File: src/rtl/memory_arbiter_pkg.sv
// -----------------------------------------------------------------------------
// memory_arbiter_pkg
// Shared definitions for the instruction/data memory arbiter.
//   arb_state_t : arbiter state encoding (IDLE / BUSY_I / BUSY_D); the unused
//                 encoding 2'd3 is treated as illegal and recovers to IDLE.
// -----------------------------------------------------------------------------
package memory_arbiter_pkg;

   typedef enum logic [1:0] {
      ARB_IDLE   = 2'd0,
      ARB_BUSY_I = 2'd1,
      ARB_BUSY_D = 2'd2
   } arb_state_t;

endpackage

File: src/rtl/memory_arbiter_if.sv
// -----------------------------------------------------------------------------
// memory_arbiter_if
// Bundles the fetch requester (i_*), data requester (d_*) and single-port
// memory (mem_*) signals of the memory arbiter.
//   modport slave  : the arbiter's view (requests and mem_read_data in,
//                    ready/rdata/stall and memory controls out)
//   modport master : the surrounding system's view (the opposite directions)
// -----------------------------------------------------------------------------
interface memory_arbiter_if #(
   parameter int unsigned WIDTH = 32
);

   logic             i_req;
   logic [WIDTH-1:0] i_addr;
   logic             i_ready;
   logic [WIDTH-1:0] i_rdata;
   logic             i_stall;

   logic             d_req;
   logic             d_we;
   logic [WIDTH-1:0] d_addr;
   logic [WIDTH-1:0] d_wdata;
   logic             d_ready;
   logic [WIDTH-1:0] d_rdata;
   logic             d_stall;

   logic [WIDTH-1:0] mem_address;
   logic             mem_read_enable;
   logic             mem_write_enable;
   logic [WIDTH-1:0] mem_write_data;
   logic [WIDTH-1:0] mem_read_data;

   modport slave (
      input  i_req, i_addr, d_req, d_we, d_addr, d_wdata, mem_read_data,
      output i_ready, i_rdata, i_stall, d_ready, d_rdata, d_stall,
             mem_address, mem_read_enable, mem_write_enable, mem_write_data
   );

   modport master (
      output i_req, i_addr, d_req, d_we, d_addr, d_wdata, mem_read_data,
      input  i_ready, i_rdata, i_stall, d_ready, d_rdata, d_stall,
             mem_address, mem_read_enable, mem_write_enable, mem_write_data
   );

endinterface

File: src/rtl/memory_arbiter_access_timer.sv
// -----------------------------------------------------------------------------
// memory_arbiter_access_timer
// Loadable down-counter that times how long the memory is held per access.
//   clock      : system clock
//   reset      : asynchronous active-low reset (count cleared to 0)
//   load       : load load_value (has priority over dec)
//   load_value : value loaded on load
//   dec        : decrement by one, holding at 0
//   zero       : count is 0
// -----------------------------------------------------------------------------
module memory_arbiter_access_timer #(
   parameter int unsigned W = 2
) (
   input  logic         clock,
   input  logic         reset,
   input  logic         load,
   input  logic [W-1:0] load_value,
   input  logic         dec,
   output logic         zero
);

   logic [W-1:0] count;

   always_ff @(posedge clock or negedge reset) begin
      if (!reset) begin
         count <= '0;
      end else if (load) begin
         count <= load_value;
      end else if (dec && (count != '0)) begin
         count <= count - W'(1);
      end
   end

   always_comb begin
      zero = (count == '0);
   end

endmodule

File: src/rtl/memory_arbiter.sv
// -----------------------------------------------------------------------------
// memory_arbiter
// Shares one single-port memory between the instruction-fetch requester (I,
// read-only) and the data requester (D, read/write). Each access holds the
// memory for LATENCY cycles, then returns a registered one-cycle ready pulse.
// D has priority, but after MAX_D_STREAK consecutive D grants with I waiting,
// I is served.
//   clock : system clock
//   reset : asynchronous active-low reset; aborts any access in flight
//   bus   : memory_arbiter_if.slave (requester handshakes + memory port)
// -----------------------------------------------------------------------------
module memory_arbiter
   import memory_arbiter_pkg::*;
#(
   parameter int unsigned WIDTH        = 32,
   parameter int unsigned LATENCY      = 2,
   parameter int unsigned MAX_D_STREAK = 4
) (
   input  logic             clock,
   input  logic             reset,
   memory_arbiter_if.slave  bus
);

   localparam int unsigned   TW         = $clog2(LATENCY) + 1;
   localparam int unsigned   SW         = $clog2(MAX_D_STREAK + 1);
   localparam logic [TW-1:0] LOAD_VAL   = TW'(LATENCY - 1);
   localparam logic [SW-1:0] STREAK_MAX = SW'(MAX_D_STREAK);

   arb_state_t       state, state_next;
   logic [SW-1:0]    streak;
   logic [WIDTH-1:0] addr_q, wdata_q;
   logic             we_q;
   logic             i_ready_q, d_ready_q;
   logic [WIDTH-1:0] i_rdata_q, d_rdata_q;
   logic             i_elig, d_elig, grant_d, grant_i;
   logic             busy, done, timer_zero;

   // A requester whose ready pulse is high right now is not eligible, so a
   // request still held during its completion cycle is not granted twice.
   always_comb begin
      i_elig  = bus.i_req & ~i_ready_q;
      d_elig  = bus.d_req & ~d_ready_q;
      grant_d = (state == ARB_IDLE) && d_elig && ((streak < STREAK_MAX) || !i_elig);
      grant_i = (state == ARB_IDLE) && !grant_d && i_elig;
      busy    = (state == ARB_BUSY_I) || (state == ARB_BUSY_D);
      done    = busy && timer_zero;
   end

   memory_arbiter_access_timer #(
      .W (TW)
   ) u_timer (
      .clock      (clock),
      .reset      (reset),
      .load       (grant_d | grant_i),
      .load_value (LOAD_VAL),
      .dec        (busy),
      .zero       (timer_zero)
   );

   // State register
   always_ff @(posedge clock or negedge reset) begin
      if (!reset) begin
         state <= ARB_IDLE;
      end else begin
         state <= state_next;
      end
   end

   // Next-state logic
   always_comb begin
      state_next = state;
      case (state)
         ARB_IDLE: begin
            if (grant_d) begin
               state_next = ARB_BUSY_D;
            end else if (grant_i) begin
               state_next = ARB_BUSY_I;
            end
         end
         ARB_BUSY_I, ARB_BUSY_D: begin
            if (timer_zero) begin
               state_next = ARB_IDLE;
            end
         end
         default: state_next = ARB_IDLE;
      endcase
   end

   // Outputs: memory controls come straight from the state so an asynchronous
   // reset drops the enables immediately.
   always_comb begin
      bus.mem_address      = '0;
      bus.mem_read_enable  = 1'b0;
      bus.mem_write_enable = 1'b0;
      bus.mem_write_data   = '0;
      case (state)
         ARB_BUSY_I: begin
            bus.mem_address     = addr_q;
            bus.mem_read_enable = 1'b1;
         end
         ARB_BUSY_D: begin
            bus.mem_address      = addr_q;
            bus.mem_read_enable  = ~we_q;
            bus.mem_write_enable = we_q;
            bus.mem_write_data   = wdata_q;
         end
         default: ;
      endcase
      bus.i_ready = i_ready_q;
      bus.i_rdata = i_rdata_q;
      bus.i_stall = bus.i_req & ~i_ready_q;
      bus.d_ready = d_ready_q;
      bus.d_rdata = d_rdata_q;
      bus.d_stall = bus.d_req & ~d_ready_q;
   end

   // Access latches, completion pulses and read data
   always_ff @(posedge clock or negedge reset) begin
      if (!reset) begin
         addr_q    <= '0;
         wdata_q   <= '0;
         we_q      <= 1'b0;
         i_ready_q <= 1'b0;
         d_ready_q <= 1'b0;
         i_rdata_q <= '0;
         d_rdata_q <= '0;
      end else begin
         i_ready_q <= 1'b0;
         d_ready_q <= 1'b0;
         if (grant_d) begin
            addr_q  <= bus.d_addr;
            we_q    <= bus.d_we;
            wdata_q <= bus.d_wdata;
         end else if (grant_i) begin
            addr_q  <= bus.i_addr;
         end
         if (done) begin
            if (state == ARB_BUSY_I) begin
               i_rdata_q <= bus.mem_read_data;
               i_ready_q <= 1'b1;
            end else begin
               if (!we_q) begin
                  d_rdata_q <= bus.mem_read_data;
               end
               d_ready_q <= 1'b1;
            end
         end
      end
   end

   // Consecutive D grants taken while I was waiting
   always_ff @(posedge clock or negedge reset) begin
      if (!reset) begin
         streak <= '0;
      end else if (grant_d) begin
         if (!i_elig) begin
            streak <= '0;
         end else if (streak != STREAK_MAX) begin
            streak <= streak + SW'(1);
         end
      end else if (grant_i) begin
         streak <= '0;
      end
   end

endmodule
File: src/flat_wrapper.sv
// flat-port wrapper written by rule: the top's interface ports become plain ports
module memory_arbiter_flat import memory_arbiter_pkg::*;
#(
   parameter int unsigned WIDTH        = 32,
   parameter int unsigned LATENCY      = 2,
   parameter int unsigned MAX_D_STREAK = 4
)
  (clock, reset, bus_i_req, bus_i_addr, bus_d_req, bus_d_we, bus_d_addr, bus_d_wdata, bus_mem_read_data, bus_i_ready, bus_i_rdata, bus_i_stall, bus_d_ready, bus_d_rdata, bus_d_stall, bus_mem_address, bus_mem_read_enable, bus_mem_write_enable, bus_mem_write_data);
  memory_arbiter_if #(.WIDTH(WIDTH)) bus_i ();
  input  logic clock;
  input  logic reset;
  input wire logic [$bits(bus_i.i_req)-1:0] bus_i_req;
  input wire logic [$bits(bus_i.i_addr)-1:0] bus_i_addr;
  input wire logic [$bits(bus_i.d_req)-1:0] bus_d_req;
  input wire logic [$bits(bus_i.d_we)-1:0] bus_d_we;
  input wire logic [$bits(bus_i.d_addr)-1:0] bus_d_addr;
  input wire logic [$bits(bus_i.d_wdata)-1:0] bus_d_wdata;
  input wire logic [$bits(bus_i.mem_read_data)-1:0] bus_mem_read_data;
  output wire logic [$bits(bus_i.i_ready)-1:0] bus_i_ready;
  output wire logic [$bits(bus_i.i_rdata)-1:0] bus_i_rdata;
  output wire logic [$bits(bus_i.i_stall)-1:0] bus_i_stall;
  output wire logic [$bits(bus_i.d_ready)-1:0] bus_d_ready;
  output wire logic [$bits(bus_i.d_rdata)-1:0] bus_d_rdata;
  output wire logic [$bits(bus_i.d_stall)-1:0] bus_d_stall;
  output wire logic [$bits(bus_i.mem_address)-1:0] bus_mem_address;
  output wire logic [$bits(bus_i.mem_read_enable)-1:0] bus_mem_read_enable;
  output wire logic [$bits(bus_i.mem_write_enable)-1:0] bus_mem_write_enable;
  output wire logic [$bits(bus_i.mem_write_data)-1:0] bus_mem_write_data;
  assign bus_i.i_req = bus_i_req;
  assign bus_i.i_addr = bus_i_addr;
  assign bus_i.d_req = bus_d_req;
  assign bus_i.d_we = bus_d_we;
  assign bus_i.d_addr = bus_d_addr;
  assign bus_i.d_wdata = bus_d_wdata;
  assign bus_i.mem_read_data = bus_mem_read_data;
  assign bus_i_ready = bus_i.i_ready;
  assign bus_i_rdata = bus_i.i_rdata;
  assign bus_i_stall = bus_i.i_stall;
  assign bus_d_ready = bus_i.d_ready;
  assign bus_d_rdata = bus_i.d_rdata;
  assign bus_d_stall = bus_i.d_stall;
  assign bus_mem_address = bus_i.mem_address;
  assign bus_mem_read_enable = bus_i.mem_read_enable;
  assign bus_mem_write_enable = bus_i.mem_write_enable;
  assign bus_mem_write_data = bus_i.mem_write_data;
  memory_arbiter #(.WIDTH(WIDTH), .LATENCY(LATENCY), .MAX_D_STREAK(MAX_D_STREAK)) u_core (.clock(clock), .reset(reset), .bus(bus_i));
endmodule
File: config.mk
export PLATFORM = sky130hd
export DESIGN_NAME = memory_arbiter_flat
export DESIGN_NICKNAME = d
export VERILOG_FILES = /design/src/rtl/memory_arbiter_pkg.sv /design/src/rtl/memory_arbiter_if.sv /design/src/rtl/memory_arbiter_access_timer.sv /design/src/rtl/memory_arbiter.sv /design/src/flat_wrapper.sv
export SDC_FILE = /design/constraint.sdc
export NUM_CORES = 1
export LEC_CHECK = 0
export BUFFER_PORTS_ARGS = -buffer_cell sky130_fd_sc_hd__buf_4
export CAP_MARGIN = 10
export CORE_UTILIZATION = 35
export DETAILED_ROUTE_END_ITERATION = 8
export PLACE_DENSITY = 0.66
export SLEW_MARGIN = 20
export SYNTH_ARGS = -nofsm -noshare
export SYNTH_HDL_FRONTEND = slang
export SYNTH_SLANG_ARGS = --single-unit
File: constraint.sdc
create_clock -name clock -period 1.73 [get_ports clock]
set_input_delay 0.173 -clock clock [delete_from_list [all_inputs] [get_ports clock]]
set_output_delay 0.173 -clock clock [all_outputs]
set_load 0.1 [all_outputs]
==> results.md <==
* Outcome: complete, but fails checks
* Failing checks: setup timing
* Maximum number of pins on one net before global-route repair at 54
* Yosys reg bits at 138
* Min Clock Period, post-route at 1.93 ns
* Min-Delay Path Class: in -> reg
* Main synth FF type: dfrtp_1
* Max Clock Skew at 0.00814 ns
* Sequential element share of the synthesized area at 53.9%
* Multi-input logic area at 3240 um2
* Critical Path AT at 2.22 ns
* Crit path capture: u_core.addr_q[31]$_DFFE_PN0P_
* Synth Warn # at 0
* Synth async-reset ratio at 100%
* 1st-iter DRT viols at 153
* CTS buffer count at 17
* Die height at 137 um
* Worst Path Max Fanout at 6
* R2R cell count at 9
* RSZ-0062 raised after global routing: true
* First-pass detailed-route iteration total at 4
* Initial core utilization at 35.7%
* Cells after Synth at 431
* Final hold slack at 0.0274 ns
* DIE AREA at 18900 um2
* Mean routed wirelength per cell at 20.2 um
* Kind of critical path: reg -> reg
* Crit. End Element: flop
* Library cells used by synthesis at 31
* CTS sink cnt at 138
* Share of cells above drive strength 1 at 70.1%
* Syn_area_per_cell at 14.9 um2
* Startpoint Class: flop
* Top cells by area, synth: dfrtp_1 54%, mux2_2 16%, mux2_4 16%, and2_1 6.3%, buf_6 1.4%
* Post-synth top cells: 138 x dfrtp_1, 93 x mux2_2, 68 x mux2_4
* Antenna Violating Nets Remaining at 0
* Non-filler cells, final at 1094
* Yosys top cell by area: dfrtp_1
* Vias at 5239
* Largest family of logic cells by synthesized area: multiplexers
* Grt ovf at 0
* Clock transition at path regs at 0.06 ns
* Layout area overhead at 93.3%
* Skew-Pair Late Insertion Delay at 0.41 ns
* Simple-gate share of the synthesized area at 8.23%
* DPL Wire Length at 11900 um
* Worst setup path startpoint: u_core.state[0]$_DFFE_PN0P_
* Tcrit/Tclk final at 111%
* Setup slack after layout at -0.196 ns
* Gr usage total at 21.9%
* Core box area at 18000 um2
* I/O Pins at 267
* Finish-stage setup viols at 197
* FF-to-FF End: u_core.addr_q[31]$_DFFE_PN0P_
* Reg2reg setup slack at -0.20 ns
* Chip Width at 137 um
* Num rows at 49
* Placer congestion estimate at 0.796
* Critical R2R Launch: u_core.state[0]$_DFFE_PN0P_
* Post-Synth XOR/XNOR Area at 0.137%
* Synth Area in Compound Gates at 1.13%
* Post-synth top area share at 53.9%
* TritonCTS clock tree: built
* Max-slew violation count at 0
* Initial antenna violation count at 1
* Hold Fails Final Rpt at 0
* Global-route wire length before repair at 30900 um
* Vias in the first global route at 5677
* Fillers at 1126
* Vias per cell at 4.79
* Multiplexer area fraction after synthesis at 32.4%
* Nets at 990
* Max cap viols at 0
* Total Wirelength at 22100 um
* Port Buf Inserts at 266
* Slew of the pin with the lowest slew margin at 0.515 ns
* Final design utilization at 69.0%
* WHS Path Cells at 2
* CTS root buffer: clkbuf_16
* Residual DRC at 0
* Register area at 3460 um2
* Post-synth EDFFs at 0
* H-tree depth at 4
* Cell Area, Synth at 6410 um2
* Clk buf depth at 2
* Placed Instances at 928
* DP Worst Slack at -0.0930 ns
* Max Clk Rate at 0.519 GHz
* CP required at 2.02 ns
* Top-count cell post-synth: dfrtp_1
* Syn nets at 570
* Slew headroom at 65.7%
* Synth Area in Adders at 1.17%
cell type report:
type | instances | area share, %
Clock buffer | 17 | 3.43
Sequential cell | 138 | 27.9
Clock inverter | 15 | 1.62
Timing Repair Buffer | 424 | 38.2
Multi-Input combinational cell | 262 | 26.1
Antenna cell | 1 | 0.0202
Inverter | 8 | 0.343
Tap cell | 229 | 2.31
critical path, stage by stage, from the launching register on:
cell and delay [ns]:
dfrtp_1 0.40, inv_2 0.10, ha_4 0.16, buf_6 0.09, nand3b_1 0.15, a21oi_4 0.22
buf_12 0.17, buf_12 0.11, buf_16 0.11, mux2_4 0.30
how the worst min path moves through the flow:
stage / from / to / slack (ns)
3_5_place_dp: reset / u_core.wdata_q[26]$_DFFE_PN0P_ / 0.16
4_1_cts: bus_d_addr[0] / u_core.addr_q[0]$_DFFE_PN0P_ / 0.007
5_1_grt: bus_d_addr[31] / u_core.addr_q[31]$_DFFE_PN0P_ / 0.004
3_3_place_gp: reset / u_core.addr_q[7]$_DFFE_PN0P_ / 0.15
6_report: bus_d_addr[31] / u_core.addr_q[31]$_DFFE_PN0P_ / 0.03
2_1_floorplan: reset / u_core.addr_q[0]$_DFFE_PN0P_ / -0.12
stage by stage:
| step | setup TNS [ns] | area (um2) |
|---|---|---|
| after floorplan | -4.05 | 6590 |
| after global placement | -1.75 | 8970 |
| after detailed placement | -4.37 | 8970 |
| after CTS | -15.63 | 12000 |
| after global routing | -35.67 | 12400 |
| final | -24.24 | 12400 |
registers in the layout, indices dropped and copies added (netlist names):
register,flops
u_core.wdata_q,32
u_core.addr_q,32
u_core.we_q,1
u_core.bus.i_ready,1
u_core.u_timer.count,2
u_core.bus.d_rdata,32
u_core.streak,3
u_core.bus.i_rdata,32
u_core.state,2
u_core.bus.d_ready,1
cells in the final DEF (no fill, tap or decap), drive strengths merged, types with 2 or more instances in the layout:
master | synthesis | layout
a21oi | 2 | 2
and2 | 65 | 65
buf | 17 | 321
bufinv | 0 | 3
clkbuf | 6 | 24
clkinvlp | 0 | 2
dfrtp | 138 | 138
dlygate4sd3 | 0 | 96
ha | 6 | 6
inv | 8 | 18
mux2 | 162 | 162
nand2 | 4 | 4
nand2b | 2 | 2
nand3b | 4 | 4
nor2b | 3 | 3
nor3 | 2 | 2
o21a | 2 | 2
o21ai | 2 | 2
o2bb2ai | 2 | 2
timing repair:
item / 4_1_cts / 5_1_grt
cloned: 7 / 9
hold endpoints to repair: 173 / 0
gates resized for setup: 270 / 87
setup buffers: 20 / 8
pin swaps: 3 / 6
hold buffers: 96 / 0
endpoints found under the setup margin: 145 / 198
cells by family (layout without fill, tap and decap cells):
group,after synthesis,count (layout)
xor gates and xnor gates,1,1
DFF,138,138
muxes,162,162
buffers and inverters,31,464
AOI/OAI and AO/OA,10,10
other,0,1
adders and majority gates,6,6
and+or+nand+nor,83,83
metal layers:
metal	track usage, %	vias up	wire length, um
li1	-	2329	-
met1	25.0	2649	8700
met2	38.1	228	11400
met3	5.92	33	1460
met4	9.46	0	538
met5	0	-	0
Power is not shown: default switching activity piles up to over one toggle a cycle in this logic, so the estimate is an artifact.
